## config.mk

```make
export PLATFORM = sky130hd
export DESIGN_NAME = line_fetch_flat
export DESIGN_NICKNAME = d
export VERILOG_FILES = /design/src/rtl/line_fetch_pkg.sv /design/src/rtl/line_fetch_if.sv /design/src/rtl/line_fetch_word_sel.sv /design/src/rtl/line_fetch.sv /design/src/flat_wrapper.sv
export SDC_FILE = /design/constraint.sdc
export NUM_CORES = 1
export LEC_CHECK = 0
export CORE_AREA = 2 2 227 229
export CTS_CLUSTER_SIZE = 10
export DETAILED_ROUTE_END_ITERATION = 10
export DIE_AREA = 0 0 229 231
export PLACE_DENSITY = 0.7
export SYNTH_ARGS = -nofsm -noshare
export SYNTH_HDL_FRONTEND = slang
export SYNTH_SLANG_ARGS = --single-unit
```

## constraint.sdc

```tcl
create_clock -name clk -period 28.1 [get_ports clk]
set_input_delay 4.215 -clock clk [delete_from_list [all_inputs] [get_ports clk]]
set_output_delay 4.215 -clock clk [all_outputs]
set_load 0.1 [all_outputs]
```

## src/rtl/line_fetch_pkg.sv

```systemverilog
// Shared types and address-field geometry for the single-line instruction fetch buffer.
package line_fetch_pkg;

  localparam int LINE_BYTES = 64;
  localparam int LINE_W     = LINE_BYTES * 8;
  localparam int OFF_W      = $clog2(LINE_BYTES);
  localparam int ADDR_W     = 15;
  localparam int TAG_W      = 9;
  localparam int WORD_W     = 4;
  localparam int INSN_W     = 32;

  typedef enum logic [1:0] {
    ST_IDLE = 2'd0,
    ST_REQ  = 2'd1,
    ST_RESP = 2'd2,
    ST_ERR  = 2'd3
  } state_t;

endpackage

```

## src/rtl/line_fetch_if.sv

```systemverilog
// Core fetch handshake plus instruction-ROM line bus; slave is the fetch unit, master drives it.
interface line_fetch_if;
  import line_fetch_pkg::*;

  logic                  fetch_valid;
  logic [ADDR_W-1:0]     fetch_addr;
  logic                  flush;
  logic                  fetch_done;
  logic [INSN_W-1:0]     fetch_insn;
  logic                  fetch_err;
  logic                  mem_cs;
  logic                  mem_addr_valid;
  logic [ADDR_W-1:0]     mem_addr;
  logic                  mem_data_ready;
  logic [LINE_W-1:0]     mem_data;

  modport slave (
    input  fetch_valid, fetch_addr, flush, mem_data_ready, mem_data,
    output fetch_done, fetch_insn, fetch_err, mem_cs, mem_addr_valid, mem_addr
  );

  modport master (
    output fetch_valid, fetch_addr, flush, mem_data_ready, mem_data,
    input  fetch_done, fetch_insn, fetch_err, mem_cs, mem_addr_valid, mem_addr
  );

endinterface

```

## src/rtl/line_fetch_word_sel.sv

```systemverilog
// Picks one little-endian 32-bit word out of a 64-byte line.
module line_word_sel
  import line_fetch_pkg::*;
(
  input  logic [LINE_W-1:0] line,
  input  logic [WORD_W-1:0] word_idx,
  output logic [INSN_W-1:0] word
);

  always_comb begin
    word = line[word_idx*INSN_W +: INSN_W];
  end

endmodule

```

## src/rtl/line_fetch.sv

```systemverilog
// Single-line instruction fetch buffer: hit returns from the line, miss fills a whole line from ROM.
module line_fetch
  import line_fetch_pkg::*;
#(
  parameter int TIMEOUT = 64
) (
  input  logic          clk,
  input  logic          rst,
  line_fetch_if.slave   bus
);

  localparam int CNT_W = (TIMEOUT > 2) ? $clog2(TIMEOUT) : 1;

  state_t              state_q, state_d;
  logic [LINE_W-1:0]   line_q, line_d;
  logic [TAG_W-1:0]    tag_q, tag_d;
  logic                line_valid_q, line_valid_d;
  logic [CNT_W-1:0]    wait_q, wait_d;
  logic                flushed_q, flushed_d;

  logic [TAG_W-1:0]    req_tag;
  logic [WORD_W-1:0]   req_word;
  logic                misaligned;
  logic                hit;
  logic [INSN_W-1:0]   sel_word;

  assign req_tag    = bus.fetch_addr[ADDR_W-1:OFF_W];
  assign req_word   = bus.fetch_addr[OFF_W-1:2];
  assign misaligned = (bus.fetch_addr[1:0] != 2'b00);
  assign hit        = line_valid_q && (tag_q == req_tag) && !bus.flush;

  line_word_sel u_word_sel (
    .line     (line_q),
    .word_idx (req_word),
    .word     (sel_word)
  );

  always_ff @(posedge clk) begin
    if (rst) begin
      state_q      <= ST_IDLE;
      tag_q        <= '0;
      line_valid_q <= 1'b0;
      wait_q       <= '0;
      flushed_q    <= 1'b0;
    end else begin
      state_q      <= state_d;
      tag_q        <= tag_d;
      line_valid_q <= line_valid_d;
      wait_q       <= wait_d;
      flushed_q    <= flushed_d;
    end
  end

  // Line contents are meaningless until line_valid is set, so they carry no reset.
  always_ff @(posedge clk) begin
    line_q <= line_d;
  end

  always_comb begin
    state_d      = state_q;
    line_d       = line_q;
    tag_d        = tag_q;
    line_valid_d = line_valid_q;
    wait_d       = wait_q;
    flushed_d    = flushed_q;

    unique case (state_q)
      ST_IDLE: begin
        if (bus.fetch_valid) begin
          if (misaligned) begin
            state_d = ST_ERR;
          end else if (hit) begin
            state_d = ST_RESP;
          end else begin
            state_d   = ST_REQ;
            wait_d    = '0;
            flushed_d = 1'b0;
          end
        end
      end
      ST_REQ: begin
        if (bus.flush) begin
          flushed_d = 1'b1;
        end
        // A flush seen anywhere during the fill still returns the word but drops the line.
        if (bus.mem_data_ready) begin
          line_d       = bus.mem_data;
          tag_d        = req_tag;
          line_valid_d = !(bus.flush || flushed_q);
          state_d      = ST_RESP;
        end else if (wait_q == CNT_W'(TIMEOUT - 1)) begin
          line_valid_d = 1'b0;
          state_d      = ST_ERR;
        end else begin
          wait_d = wait_q + CNT_W'(1);
        end
      end
      ST_RESP: state_d = ST_IDLE;
      ST_ERR:  state_d = ST_IDLE;
      default: state_d = ST_IDLE;
    endcase

    if (bus.flush) begin
      line_valid_d = 1'b0;
    end
  end

  always_comb begin
    bus.mem_cs         = 1'b0;
    bus.mem_addr_valid = 1'b0;
    bus.mem_addr       = '0;
    bus.fetch_done     = 1'b0;
    bus.fetch_insn     = '0;
    bus.fetch_err      = 1'b0;

    unique case (state_q)
      ST_REQ: begin
        bus.mem_cs         = 1'b1;
        bus.mem_addr_valid = 1'b1;
        bus.mem_addr       = {req_tag, {OFF_W{1'b0}}};
      end
      ST_RESP: begin
        bus.fetch_done = 1'b1;
        bus.fetch_insn = sel_word;
      end
      ST_ERR:  bus.fetch_err = 1'b1;
      default: ;
    endcase
  end

endmodule

```

## src/flat_wrapper.sv

```systemverilog
// flat-port wrapper written by rule: the top's interface ports become plain ports
module line_fetch_flat import line_fetch_pkg::*;
#(
  parameter int TIMEOUT = 64
)
  (clk, rst, bus_fetch_valid, bus_fetch_addr, bus_flush, bus_mem_data_ready, bus_mem_data, bus_fetch_done, bus_fetch_insn, bus_fetch_err, bus_mem_cs, bus_mem_addr_valid, bus_mem_addr);
  line_fetch_if bus_i ();
  input  logic clk;
  input  logic rst;
  input wire logic [$bits(bus_i.fetch_valid)-1:0] bus_fetch_valid;
  input wire logic [$bits(bus_i.fetch_addr)-1:0] bus_fetch_addr;
  input wire logic [$bits(bus_i.flush)-1:0] bus_flush;
  input wire logic [$bits(bus_i.mem_data_ready)-1:0] bus_mem_data_ready;
  input wire logic [$bits(bus_i.mem_data)-1:0] bus_mem_data;
  output wire logic [$bits(bus_i.fetch_done)-1:0] bus_fetch_done;
  output wire logic [$bits(bus_i.fetch_insn)-1:0] bus_fetch_insn;
  output wire logic [$bits(bus_i.fetch_err)-1:0] bus_fetch_err;
  output wire logic [$bits(bus_i.mem_cs)-1:0] bus_mem_cs;
  output wire logic [$bits(bus_i.mem_addr_valid)-1:0] bus_mem_addr_valid;
  output wire logic [$bits(bus_i.mem_addr)-1:0] bus_mem_addr;
  assign bus_i.fetch_valid = bus_fetch_valid;
  assign bus_i.fetch_addr = bus_fetch_addr;
  assign bus_i.flush = bus_flush;
  assign bus_i.mem_data_ready = bus_mem_data_ready;
  assign bus_i.mem_data = bus_mem_data;
  assign bus_fetch_done = bus_i.fetch_done;
  assign bus_fetch_insn = bus_i.fetch_insn;
  assign bus_fetch_err = bus_i.fetch_err;
  assign bus_mem_cs = bus_i.mem_cs;
  assign bus_mem_addr_valid = bus_i.mem_addr_valid;
  assign bus_mem_addr = bus_i.mem_addr;
  line_fetch #(.TIMEOUT(TIMEOUT)) u_core (.clk(clk), .rst(rst), .bus(bus_i));
endmodule
```

-- Word level (Yosys, flattened, before mapping)
Cells that the tools add are included.
- register bits: 531
- input bits: 532
- output and inout bits: 51
- $add $sub $neg: 1
- eq/ne operators: 12
- shift-type cells: 1
- multiplexer cells: 24
- reductions and logical operators: 16
- operators by type and width (operator ; number):
    indexed part select 512 x 10 -> 32 bit ; 1
    two-way mux 32 bit ; 1
    two-way mux 6 bit ; 5
    two-way mux 15 bit ; 1
    != test 2 bit (second input constant) ; 6
    one-hot mux 6 bit (2 select lines) ; 1
    two-way mux 2 bit ; 5
    equality test 9 bit ; 1
    two-way mux 1 bit ; 9
    adder 6 x 1 -> 6 bit (second input constant) ; 1
    equality test 6 bit (second input constant) ; 1
    one-hot mux 2 bit (3 select lines) ; 1
    AND reduction 2 bit ; 3
    AND reduction 6 bit ; 1
    nonzero test 2 bit ; 3
    AND reduction 5 bit ; 1
    equality test 2 bit (second input constant) ; 2
    OR reduction 2 bit ; 2
    != test 3 x 2 -> 1 bit (second input constant) ; 1
    equality test 2 x 1 -> 1 bit (second input constant) ; 1
    logical AND 1 bit ; 2
    logical NOT 1 bit ; 2
    logical NOT 2 bit ; 1
    one-hot mux 1 bit (2 select lines) ; 1
    logical OR 1 bit ; 1

-- Depth between registers and ports, before layout
Gate-level depths: netlist (run 1).
- depth in word-level cells: 7
- gate-level depth with buffers: 6

-- Hierarchy
From an unflattened synthesis (run 1), not the netlist that was laid out.
- cell total of the unflattened synthesis: 953
- area, all modules: 20509.7 µm²
- by module, submodules not included (module ; times used ; cells an instance ; area an instance (µm²) ; seq. area each (µm²)):
    line_fetch ; 1 ; 682 ; 16781.1 ; 15755.1
    line_word_sel ; 1 ; 271 ; 3728.6 ; 0.0

-- Least setup slack after synthesis (run 1)
No wires, ideal clock.
- path type: input to register
- start: in bus_mem_data_ready
- end: reg u_core.line_q[0], enable pin
- library setup time: 0.860 ns
- data arrival time: 14.460 ns
- required time: 27.240 ns
- setup slack: 12.780 ns
- stages: 3
- path buffers: 1
- cell sequence: nand2_1 > clkbuf_1 > inv_1
- word-level cells in the longest chain between the ends: 1
- RTL lines (element ; RTL line ; RTL):
    from (decl) ; flat_wrapper.sv:13 ; input wire logic [$bits(bus_i.mem_data_ready)-1:0] bus_mem_data_ready;
    AND reduction 2 bit (no source line) ; n/a ;
    to (signal assigned) ; line_fetch.sv:56 ; line_q <= line_d;
    to (decl) ; line_fetch.sv:15 ; logic [LINE_W-1:0] line_q, line_d;
No other way between the ends.
A chain may end at the register's enable or synchronous reset.

-- Worst setup path in the final report (run 1)
- start: in bus_fetch_addr[2]
- end: out bus_fetch_insn[0]
- word-level cells in the longest chain between the ends: 2
- RTL lines (element ; RTL line ; RTL):
    from (decl) ; flat_wrapper.sv:11 ; input wire logic [$bits(bus_i.fetch_addr)-1:0] bus_fetch_addr;
    indexed part select 512 x 10 -> 32 bit ; line_fetch_word_sel.sv:11 ; word = line[word_idx*INSN_W +: INSN_W];
    two-way mux 32 bit ; line_fetch.sv:116 ; unique case (state_q)
    to (decl) ; flat_wrapper.sv:16 ; output wire logic [$bits(bus_i.fetch_insn)-1:0] bus_fetch_insn;
No other way between the ends.

==> results of run 1 <==
==> area by class of cell <==
| cell class | count | share of cell area (%) |
|---|---|---|
| clock inverters | 8 | 0.406 |
| well taps | 680 | 2.97 |
| flip-flops and latches | 531 | 55.0 |
| repair buffers | 586 | 20.4 |
| clock buffers | 78 | 5.62 |
| inverters | 6 | 0.105 |
| diodes | 8 | 0.0699 |
| multi-input cells | 289 | 15.5 |
==> power groups by stage <==
stage	Clock, mW	Combinational (mW)	Sequential (mW)
final	0.707	0.194	0.907
after global routing	0.759	0.205	0.909
after CTS	0.729	0.196	0.907
after detailed placement	0	0.196	0.923
after global placement	0	0.193	0.922
after floorplan	0	0.0952	0.934
==> layer usage <==
| metal | vias up | track usage, % | routed length (µm) |
|---|---|---|---|
| met3 | 106 | 7.14 | 4930 |
| met2 | 508 | 34.8 | 27700 |
| met1 | 5567 | 24.7 | 20400 |
| li1 | 4870 | - | - |
| met4 | 22 | 5.82 | 1350 |
| met5 | - | 0 | 128 |
==> state kept, by name (all words and copies together) (netlist names) <==
| signal | count |
|---|---|
| u_core.line_q | 512 |
| u_core.line_valid_q | 1 |
| u_core.state_q | 2 |
| u_core.tag_q | 9 |
| u_core.flushed_q | 1 |
| u_core.wait_q | 6 |
==> logic make-up (layout without fill, tap and decap cells) <==
logic type      after synthesis  after routing  synth area share (%)
compound gates               18             18                 0.606
flops                       531            531                  77.1
xor+xnor                      9              9                 0.386
other cells                   1             14                0.0184
mux                         172            172                  18.2
fa+ha+maj                     1              1                0.0612
buf+inv                      55            678                  1.32
simple gates                 83             83                  2.28
==> cell usage in the layout, fill, tap and decap left out, drive strengths merged <==
cell type,n
inv,6
o211a,1
a22oi,1
nor2b,2
ha,1
nand4,2
mux2i,11
nand3,3
a21oi,4
o31ai,1
nor4,1
nand2,4
and2,42
edfxtp,512
xnor2,9
nor2,15
mux2,1
o21a,1
o211ai,1
clkbuf,78
or4,1
clkdlybuf4s50,572
diode,8
nor3,5
dfxtp,19
nand2b,6
mux4,160
bufinv,2
buf,14
clkinv,5
o31a,1
nand3b,2
o21ai,4
o32ai,4
clkinvlp,1
conb,6
==> worst min-delay path by stage <==
stage | to | slack, ns | cells past startpoint
6_report | u_core.wait_q[5] | 0.52 | 2
2_1_floorplan | u_core.flushed_q | 0.47 | 2
5_1_grt | u_core.wait_q[5] | 0.55 | 2
3_5_place_dp | u_core.wait_q[5] | 0.51 | 2
3_3_place_gp | u_core.flushed_q | 0.48 | 2
4_1_cts | u_core.wait_q[5] | 0.51 | 2
==> metrics by stage <==
stage	util, %	hold WS, ns	cell area, µm²	power [mW]	instances
floorplan	-	0.466	20500	1.03	875
global placement	53.1	0.483	26900	1.12	2092
detailed placement	53.1	0.506	26900	1.12	2092
CTS	56.5	0.515	28600	1.83	2178
global route	56.5	0.551	28600	1.87	2183
finish	56.5	0.518	28700	1.81	2186
==> worst min-delay path, stage by stage, from the launching register on <==
cell and delay (ns):
dfxtp_1 0.33, inv_1 0.06, o32ai_1 0.07
==> flow_metrics.tcl, run 1 <==
set metrics [dict create \
    overflow 0 \
    startpoint "bus_fetch_addr[2]" \
    ff2ff_path_depth 5 \
    drtPass1Iterations 5 \
    endpoint "bus_fetch_insn[0]" \
    syn_area_per_cell_um2 23.5 \
    leakage_nw 9.31 \
    reg2reg_to "u_core.line_q[91]" \
    setup_viol 0 \
    ys_top_cells_by_area "edfxtp_1 75%, mux4_2 18%, dfxtp_1 1.9%" \
    r2r_slack_ns 22.88 \
    cp_slowest_cell "clkdlybuf4s50_1" \
    power.internal_mw 1.42 \
    crit_chain "buf_8 -> buf_4 -> buf_4 -> mux4_2 -> mux4_2 -> and2_1 -> clkdlybuf4s50_1" \
    viasPerCell 5.07 \
    seqPwrFrac_pct 50.2 \
    syn_area_mm2 0.0204 \
    fp.coreArea_mm2 0.0507 \
    rsz0062_at_grt "false" \
    critPathLaunchType "input port" \
    ys_warn_count 0 \
    multi_input_area_mm2 0.00443 \
    fin_nets 2008 \
    r2r_start "u_core.state_q[0]" \
    power.share.combinational_pct 10.7 \
    dieArea_mm2 0.0529 \
    globalRouteTotalUtil_pct 20.4 \
    cp_top_family "buffers and inverters" \
    clockPowerShare_pct 39.1 \
    fin_crit_sh_pct 46.1 \
    outcome "complete, no violations" \
    fin_ws_ns 15.16 \
    arrival_ns 8.73 \
    synth_edf_count 512 \
    hpwl_mm 38.5 \
    clock.fmax_ghz 0.0773 \
    ios 583 \
    final_max_slew_viol_count 0 \
    worstPathMaxFanout 45 \
    cts_hold_buf 0 \
    gp_congestion 0.852 \
    grt_pass1_vias 11900 \
    grt_pass1_wl_mm 78.0 \
    numCtsBuffers 61 \
    postSynthCellCount 870 \
    dp_slack_ns 14.97 \
    antenna_found_initial 23 \
    syn2layout_area_growth_pct 40.2 \
    synth_top_cell_by_area "edfxtp_1" \
    wl_per_cell_um 24.9 \
    max-cap-violations 0 \
    cts_tree "done" \
    ant_nets 0 \
    clockRootBuffer "clkbuf_16" \
    fillers 3872 \
    min_from "u_core.wait_q[5]" \
    clock_path_buffers 3 \
    hold_viol 0 \
    htree_levels 2 \
    synthTopCellsByCount "512 x edfxtp_1, 160 x mux4_2, 42 x and2_1, 19 x dfxtp_1, 16 x clkbuf_1" \
    required_ns 23.89 \
    grt_start_max_net_pins 114 \
    postRouteWirelength_mm 54.4 \
    synth.top_cell.area_share_pct 75.2 \
    start_util_pct 40.3 \
    p_switching_mw 0.389 \
    synthArstFlopShare_pct 0 \
    tightest_slew_ns 1.19 \
    drt_iter0_markers 828 \
    powerDensity_mw_per_mm2 63.1 \
    drc 0 \
    dieWidth_um 229 \
    place.port_buffers 576 \
    seq_area_mm2 0.0158 \
    endpoint_kind "primary output" \
    hp-class "flip-flop to flip-flop" \
    seq_area_frac_synth_pct 77.1 \
    yosysUniqueCellTypes 34 \
    clock-sinks 531 \
    post_cts_buffers 0 \
    maxSlewHeadroom_pct 20.7 \
    synth_ff_type "edfxtp_1" \
    synth_most_common_cell "edfxtp_1" \
    clk_latency_ns 0.62 \
    slowest_delay_ns 1.07 \
    cts_resized 0 \
    min_period_ns 12.94 \
    final_layout_size_suffix_gt1_share_pct 16.4 \
    swShare_pct 21.5 \
    critical_path_buf_inv_count 4 \
    die_y_um 231 \
    ys_ff_latch 531 \
    vias 11100 \
    fin_setup_tns_ns 0 \
    crit_cells 7 \
    finalClockSkew_ns 0.0214 \
    setup.worst_path.class "input port to primary output" \
    num_rows 83 \
    cts.clk_slew.worst_paths_ns 0.06 \
    worst_ir_drop_vdd_uv 52.6 \
]
Note: power is estimated with default switching activity, not from simulation.
==> inputs of run 2 (changes only) <==
Settings changed: CORE_AREA 2 2 227 229 to 2 2 228 230, DIE_AREA 0 0 229 231 to 0 0 230 232, PLACE_DENSITY 0.7 to 0.72.
Clock period 28.1 ns to 10.7 ns, I/O delays scaled along.
==> run 2 against run 1 <==
Via count increased by 0.32%. Combinational power increased to 2.6 times the previous value. Final area is 0.21% lower. Clock skew down 0.0012 ns. Register-to-register slack worse by 17 ns. Global-route usage down 0.52 points. Flip-flop and latch count is the same. Power rose to 2.6 times the previous value. Cell count hardly changed. Largest cell class unchanged.
==> flow_metrics.tcl, run 2 (synthesized netlist as in run 1, its figures left out) <==
set metrics [dict create \
    outcome "complete, no violations" \
    final_max_slew_viol_count 0 \
    dpl_cell_area_mm2 0.0269 \
    largestRegisters "u_core.line_q x512, u_core.tag_q x9, u_core.wait_q x6" \
    start_util_pct 40.2 \
    grt_use_met2_pct 33.4 \
    drc 0 \
    design_area_mm2 0.0286 \
    reg2reg_to "u_core.line_q[386]" \
    seq_area_mm2 0.0158 \
    dieArea_mm2 0.0534 \
    met1_usage_pct 24.0 \
    fin_nets 2004 \
    powerDensity_mw_per_mm2 164 \
    whs_endpoint "u_core.wait_q[5]" \
    top_usage_layer "met2" \
    drtPass1Iterations 4 \
    fillers 3858 \
    cts_hold_buf 0 \
    syn2layout_area_growth_pct 39.9 \
    antenna_found_initial 14 \
    gp_congestion 0.866 \
    min_period_ns 6.80 \
    worst_ir_drop_vdd_uv 128 \
    worstPathMaxFanout 68 \
    final_common_cell "clkdlybuf4s50_1" \
    clock_path_buffers 3 \
    post_cts_buffers 0 \
    required_ns 9.10 \
    cts_tree "done" \
    setup.worst_path.class "input port to primary output" \
    ios 583 \
    clock.fmax_ghz 0.147 \
    setup_viol 0 \
    clk_latency_ns 0.62 \
    fin_crit_sh_pct 63.6 \
    fin_ws_ns 3.90 \
    r2r_slack_ns 6.28 \
    min_from "u_core.wait_q[5]" \
    fin_setup_tns_ns 0 \
    clock-sinks 531 \
    critPathLaunchType "input port" \
    hold_viol 0 \
    multi_input_area_mm2 0.00443 \
    leakage_nw 9.27 \
    rsz0062_at_grt "false" \
    clockRootBuffer "clkbuf_16" \
    final_cell_mix "572 x clkdlybuf4s50_1, 512 x edfxtp_1, 160 x mux4_2" \
    max-cap-violations 0 \
    die_y_um 232 \
    ff2ff_path_depth 5 \
    grt_pass1_wl_mm 77.1 \
    dieWidth_um 230 \
    arrival_ns 5.20 \
    num_rows 83 \
    grt_pass1_vias 11900 \
    vias 11100 \
    htree_levels 2 \
    numCtsBuffers 60 \
    place.port_buffers 576 \
    tightest_slew_ns 1.19 \
    maxSlewHeadroom_pct 20.8 \
    viasPerCell 5.09 \
    wl_per_cell_um 24.7 \
    top_register "u_core.line_q" \
    r2r_start "u_core.state_q[0]" \
    hp-class "flip-flop to flip-flop" \
    fp.coreArea_mm2 0.0509 \
    postRouteWirelength_mm 53.9 \
    hold_path_depth 2 \
    ant_nets 0 \
    grt_start_max_net_pins 188 \
    cts_resized 0 \
    use_met3_pct 6.34 \
    overflow 0 \
    largest_reg_flops 512 \
    globalRouteTotalUtil_pct 19.9 \
    dp_slack_ns 3.88 \
    finalClockSkew_ns 0.0202 \
    drt_iter0_markers 860 \
    endpoint_kind "primary output" \
    hpwl_mm 38.4 \
    final_layout_size_suffix_gt1_share_pct 16.0 \
    cts.clk_slew.worst_paths_ns 0.05 \
]
==> run 2: cell types whose count changed in the layout (fill, tap and decap cells not counted), moves of 2 or more <==
cell       delta
buf_12        +3
buf_4         -6
clkinv_1      -2
bufinv_16     -2
clkbuf_1      +8
diode_2       -3
==> run 2: worst max-delay path by stage <==
stage                         endpoint  cells after the start               start
finish              bus_fetch_insn[10]                      6   bus_fetch_addr[2]
floorplan             u_core.line_q[0]                      3  bus_mem_data_ready
global route        bus_fetch_insn[10]                      6   bus_fetch_addr[2]
global placement    bus_fetch_insn[10]                      6   bus_fetch_addr[2]
CTS                 bus_fetch_insn[10]                      6   bus_fetch_addr[2]
detailed placement  bus_fetch_insn[10]                      6   bus_fetch_addr[2]
==> run 2: per-stage QoR <==
stage | cells | hold WS [ns] | utilization, % | power (mW)
after floorplan | 875 | 0.466 | - | 2.69
after global placement | 2089 | 0.486 | 52.9 | 2.93
after detailed placement | 2089 | 0.506 | 52.9 | 2.94
after CTS | 2179 | 0.516 | 56.2 | 4.75
after global routing | 2183 | 0.549 | 56.2 | 4.86
final | 2184 | 0.511 | 56.2 | 4.69
==> run 2: worst max-delay path: stages <==
cell and delay [ns]:
buf_8 0.50, buf_12 0.43, mux4_2 0.59, mux4_2 0.48, and2_1 0.21, clkdlybuf4s50_1 1.00
==> run 2: layout make-up <==
type	instances	share of cell area, %
multi-input combinational	289	15.5
tap	680	2.98
clock buffer	84	5.60
timing repair buffer	583	20.5
antenna	5	0.0438
clock inverter	6	0.214
sequential	531	55.1
inverter	6	0.0919
==> run 2: routing by layer <==
layer | share of wire, % | wire length (µm)
met4 | 3.4 | 1840
met2 | 51 | 27300
met1 | 37 | 19900
met5 | 0.19 | 101
met3 | 8.9 | 4810
==> run 2: power breakdown <==
part / internal, mW / total (mW) / leakage (nW) / switching (mW)
Clock: 1.03 / 1.80 / 0.801 / 0.773
Sequential: 2.36 / 2.38 / 4.82 / 0.0199
Combinational: 0.281 / 0.512 / 3.66 / 0.231
Total: 3.67 / 4.69 / 9.27 / 1.02
==> inputs of run 3 (changes only) <==
Settings changed: CORE_AREA 2 2 228 230 to 2 2 229 231, DIE_AREA 0 0 230 232 to 0 0 231 233, PLACE_DENSITY 0.72 to 0.69.
Clock period 10.7 ns to 6.95 ns, I/O delays scaled along.
==> run 3 against run 2 <==
Combinational power rose by 55%. Flip-flop and latch count unchanged. Clock-buffer cell count down 6. Utilization is 0.091 points lower. Hold slack improved by 0.0014 ns. Non-clock buffer count grew 4. Die area increased by 0.87%. Via count increased by 0.27%. Sequential power grew 54%. Largest power group unchanged.
==> flow_metrics.tcl, run 3 (synthesized netlist as in run 1, its figures left out) <==
set metrics [dict create \
    fin_setup_tns_ns 0 \
    rsz0062_at_grt "false" \
    syn2layout_area_growth_pct 40.3 \
    finalClockSkew_ns 0.0170 \
    top_usage_layer "met2" \
    ios 583 \
    clk_latency_ns 0.62 \
    grt_use_met2_pct 35.1 \
    crit_chain "buf_8 -> buf_4 -> mux4_2 -> mux4_2 -> and2_1 -> clkdlybuf4s50_1" \
    antenna_found_initial 18 \
    worst_ir_drop_vdd_uv 218 \
    num_rows 83 \
    final_layout_size_suffix_gt1_share_pct 16.3 \
    globalRouteTotalUtil_pct 20.1 \
    hpwl_mm 39.1 \
    htree_levels 2 \
    dpl_cell_area_mm2 0.0270 \
    slowest_delay_ns 0.96 \
    setup_viol 0 \
    clock_path_buffers 3 \
    overflow 0 \
    post-route-util_pct 56.1 \
    grt_pass1_vias 12300 \
    drc 0 \
    grt_pass1_wl_mm 78.1 \
    clock.fmax_ghz 0.189 \
    dieWidth_um 231 \
    r2r_slack_ns 4.04 \
    grt_start_max_net_pins 181 \
    endpoint_kind "primary output" \
    wl_per_cell_um 25.2 \
    maxSlewHeadroom_pct 20.4 \
    dieArea_mm2 0.0538 \
    vias 11100 \
    min_from "u_core.flushed_q" \
    tightest_slew_ns 1.19 \
    hold_path_depth 2 \
    dp.cells 2093 \
    top_register "u_core.line_q" \
    final_common_cell "clkdlybuf4s50_1" \
    required_ns 5.91 \
    die_y_um 233 \
    holdWs_ns 0.513 \
    outcome "complete, no violations" \
    leakage_nw 9.30 \
    power_mw 7.21 \
    hp-class "flip-flop to flip-flop" \
    postRouteWirelength_mm 54.9 \
    powerDensity_mw_per_mm2 252 \
    setup.worst_path.class "input port to primary output" \
    fin_nets 2008 \
    start_util_pct 40.0 \
    numCtsBuffers 60 \
    crit_path_frequent_cell "mux4_2" \
    dp_slack_ns 1.54 \
    fin_crit_sh_pct 76.3 \
    fin_ws_ns 1.65 \
    arrival_ns 4.26 \
    min_period_ns 5.30 \
    clock-sinks 531 \
    place.port_buffers 576 \
    cp_slowest_cell "clkdlybuf4s50_1" \
    ant_nets 0 \
    cts_tree "done" \
    fin_cells 2183 \
    cts_resized 0 \
    drt_iter0_markers 818 \
    design_area_mm2 0.0287 \
    worstPathMaxFanout 58 \
    drtPass1Iterations 5 \
    hold_viol 0 \
    critPathLaunchType "input port" \
    ff2ff_path_depth 5 \
    fillers 3919 \
    multi_input_area_mm2 0.00444 \
    viasPerCell 5.10 \
    post_cts_buffers 0 \
    final_cell_mix "572 x clkdlybuf4s50_1, 512 x edfxtp_1, 160 x mux4_2" \
    use_met3_pct 6.65 \
    final_max_slew_viol_count 0 \
    seq_area_mm2 0.0158 \
    largest_reg_flops 512 \
    max-cap-violations 0 \
    met1_usage_pct 23.6 \
    gp_congestion 0.847 \
    reg2reg_to "u_core.line_q[76]" \
    whs_endpoint "u_core.flushed_q" \
    largestRegisters "u_core.line_q x512, u_core.tag_q x9, u_core.wait_q x6" \
    cts.clk_slew.worst_paths_ns 0.06 \
    cts_hold_buf 0 \
    r2r_start "u_core.state_q[0]" \
    fp.coreArea_mm2 0.0511 \
    clockRootBuffer "clkbuf_16" \
]
[run 3: cell types whose count changed in the layout (fill, tap and decap cells not counted)]
cell        before  now
inv_6            1    0
diode_2          5    6
clkinvlp_4       2    1
clkinv_2         1    2
buf_4            5    7
clkbuf_1        23   18
buf_12           3    5
inv_16           1    0
clkbuf_8         1    0
nand2_8          0    1
nand2_1          4    3
clkinv_16        0    2
[run 3: critical path, delay by kind of cell]
kind / cells / cell delay (ns)
muxes: 2 / 1.05
and+or+nand+nor: 1 / 0.18
buffers and inverters: 3 / 1.92
[run 3: per-layer routing]
layer / vias up / wire length (µm) / share of wire (%)
li1: 4863 / - / -
met2: 491 / 28600 / 52
met1: 5668 / 20200 / 37
met4: 22 / 1180 / 2.1
met3: 94 / 4820 / 8.8
met5: - / 137 / 0.25
[run 3: power by group]
part / internal, mW / switching [mW] / leakage (nW)
sequential: 3.64 / 0.0300 / 4.82
combinational: 0.436 / 0.359 / 3.68
clock: 1.56 / 1.19 / 0.800
[run 3: worst max path at each step]
stage	endpoint	cells past startpoint	slack [ns]	from
after detailed placement	bus_fetch_insn[22]	6	1.54	bus_fetch_addr[2]
after CTS	bus_fetch_insn[22]	6	1.54	bus_fetch_addr[2]
final	bus_fetch_insn[22]	6	1.65	bus_fetch_addr[2]
after floorplan	u_core.line_q[0]	3	-2.38	bus_mem_data_ready
after global routing	bus_fetch_insn[20]	6	1.42	bus_fetch_addr[2]
after global placement	bus_fetch_insn[22]	6	1.57	bus_fetch_addr[2]
[run 3: area by class of cell]
| cell class | instances | area share, % |
|---|---|---|
| Clock buffer | 78 | 5.47 |
| Timing Repair Buffer | 587 | 20.6 |
| Tap cell | 680 | 2.97 |
| Sequential cell | 531 | 55.0 |
| Inverter | 6 | 0.0917 |
| Clock inverter | 6 | 0.314 |
| Antenna cell | 6 | 0.0524 |
| Multi-Input combinational cell | 289 | 15.5 |
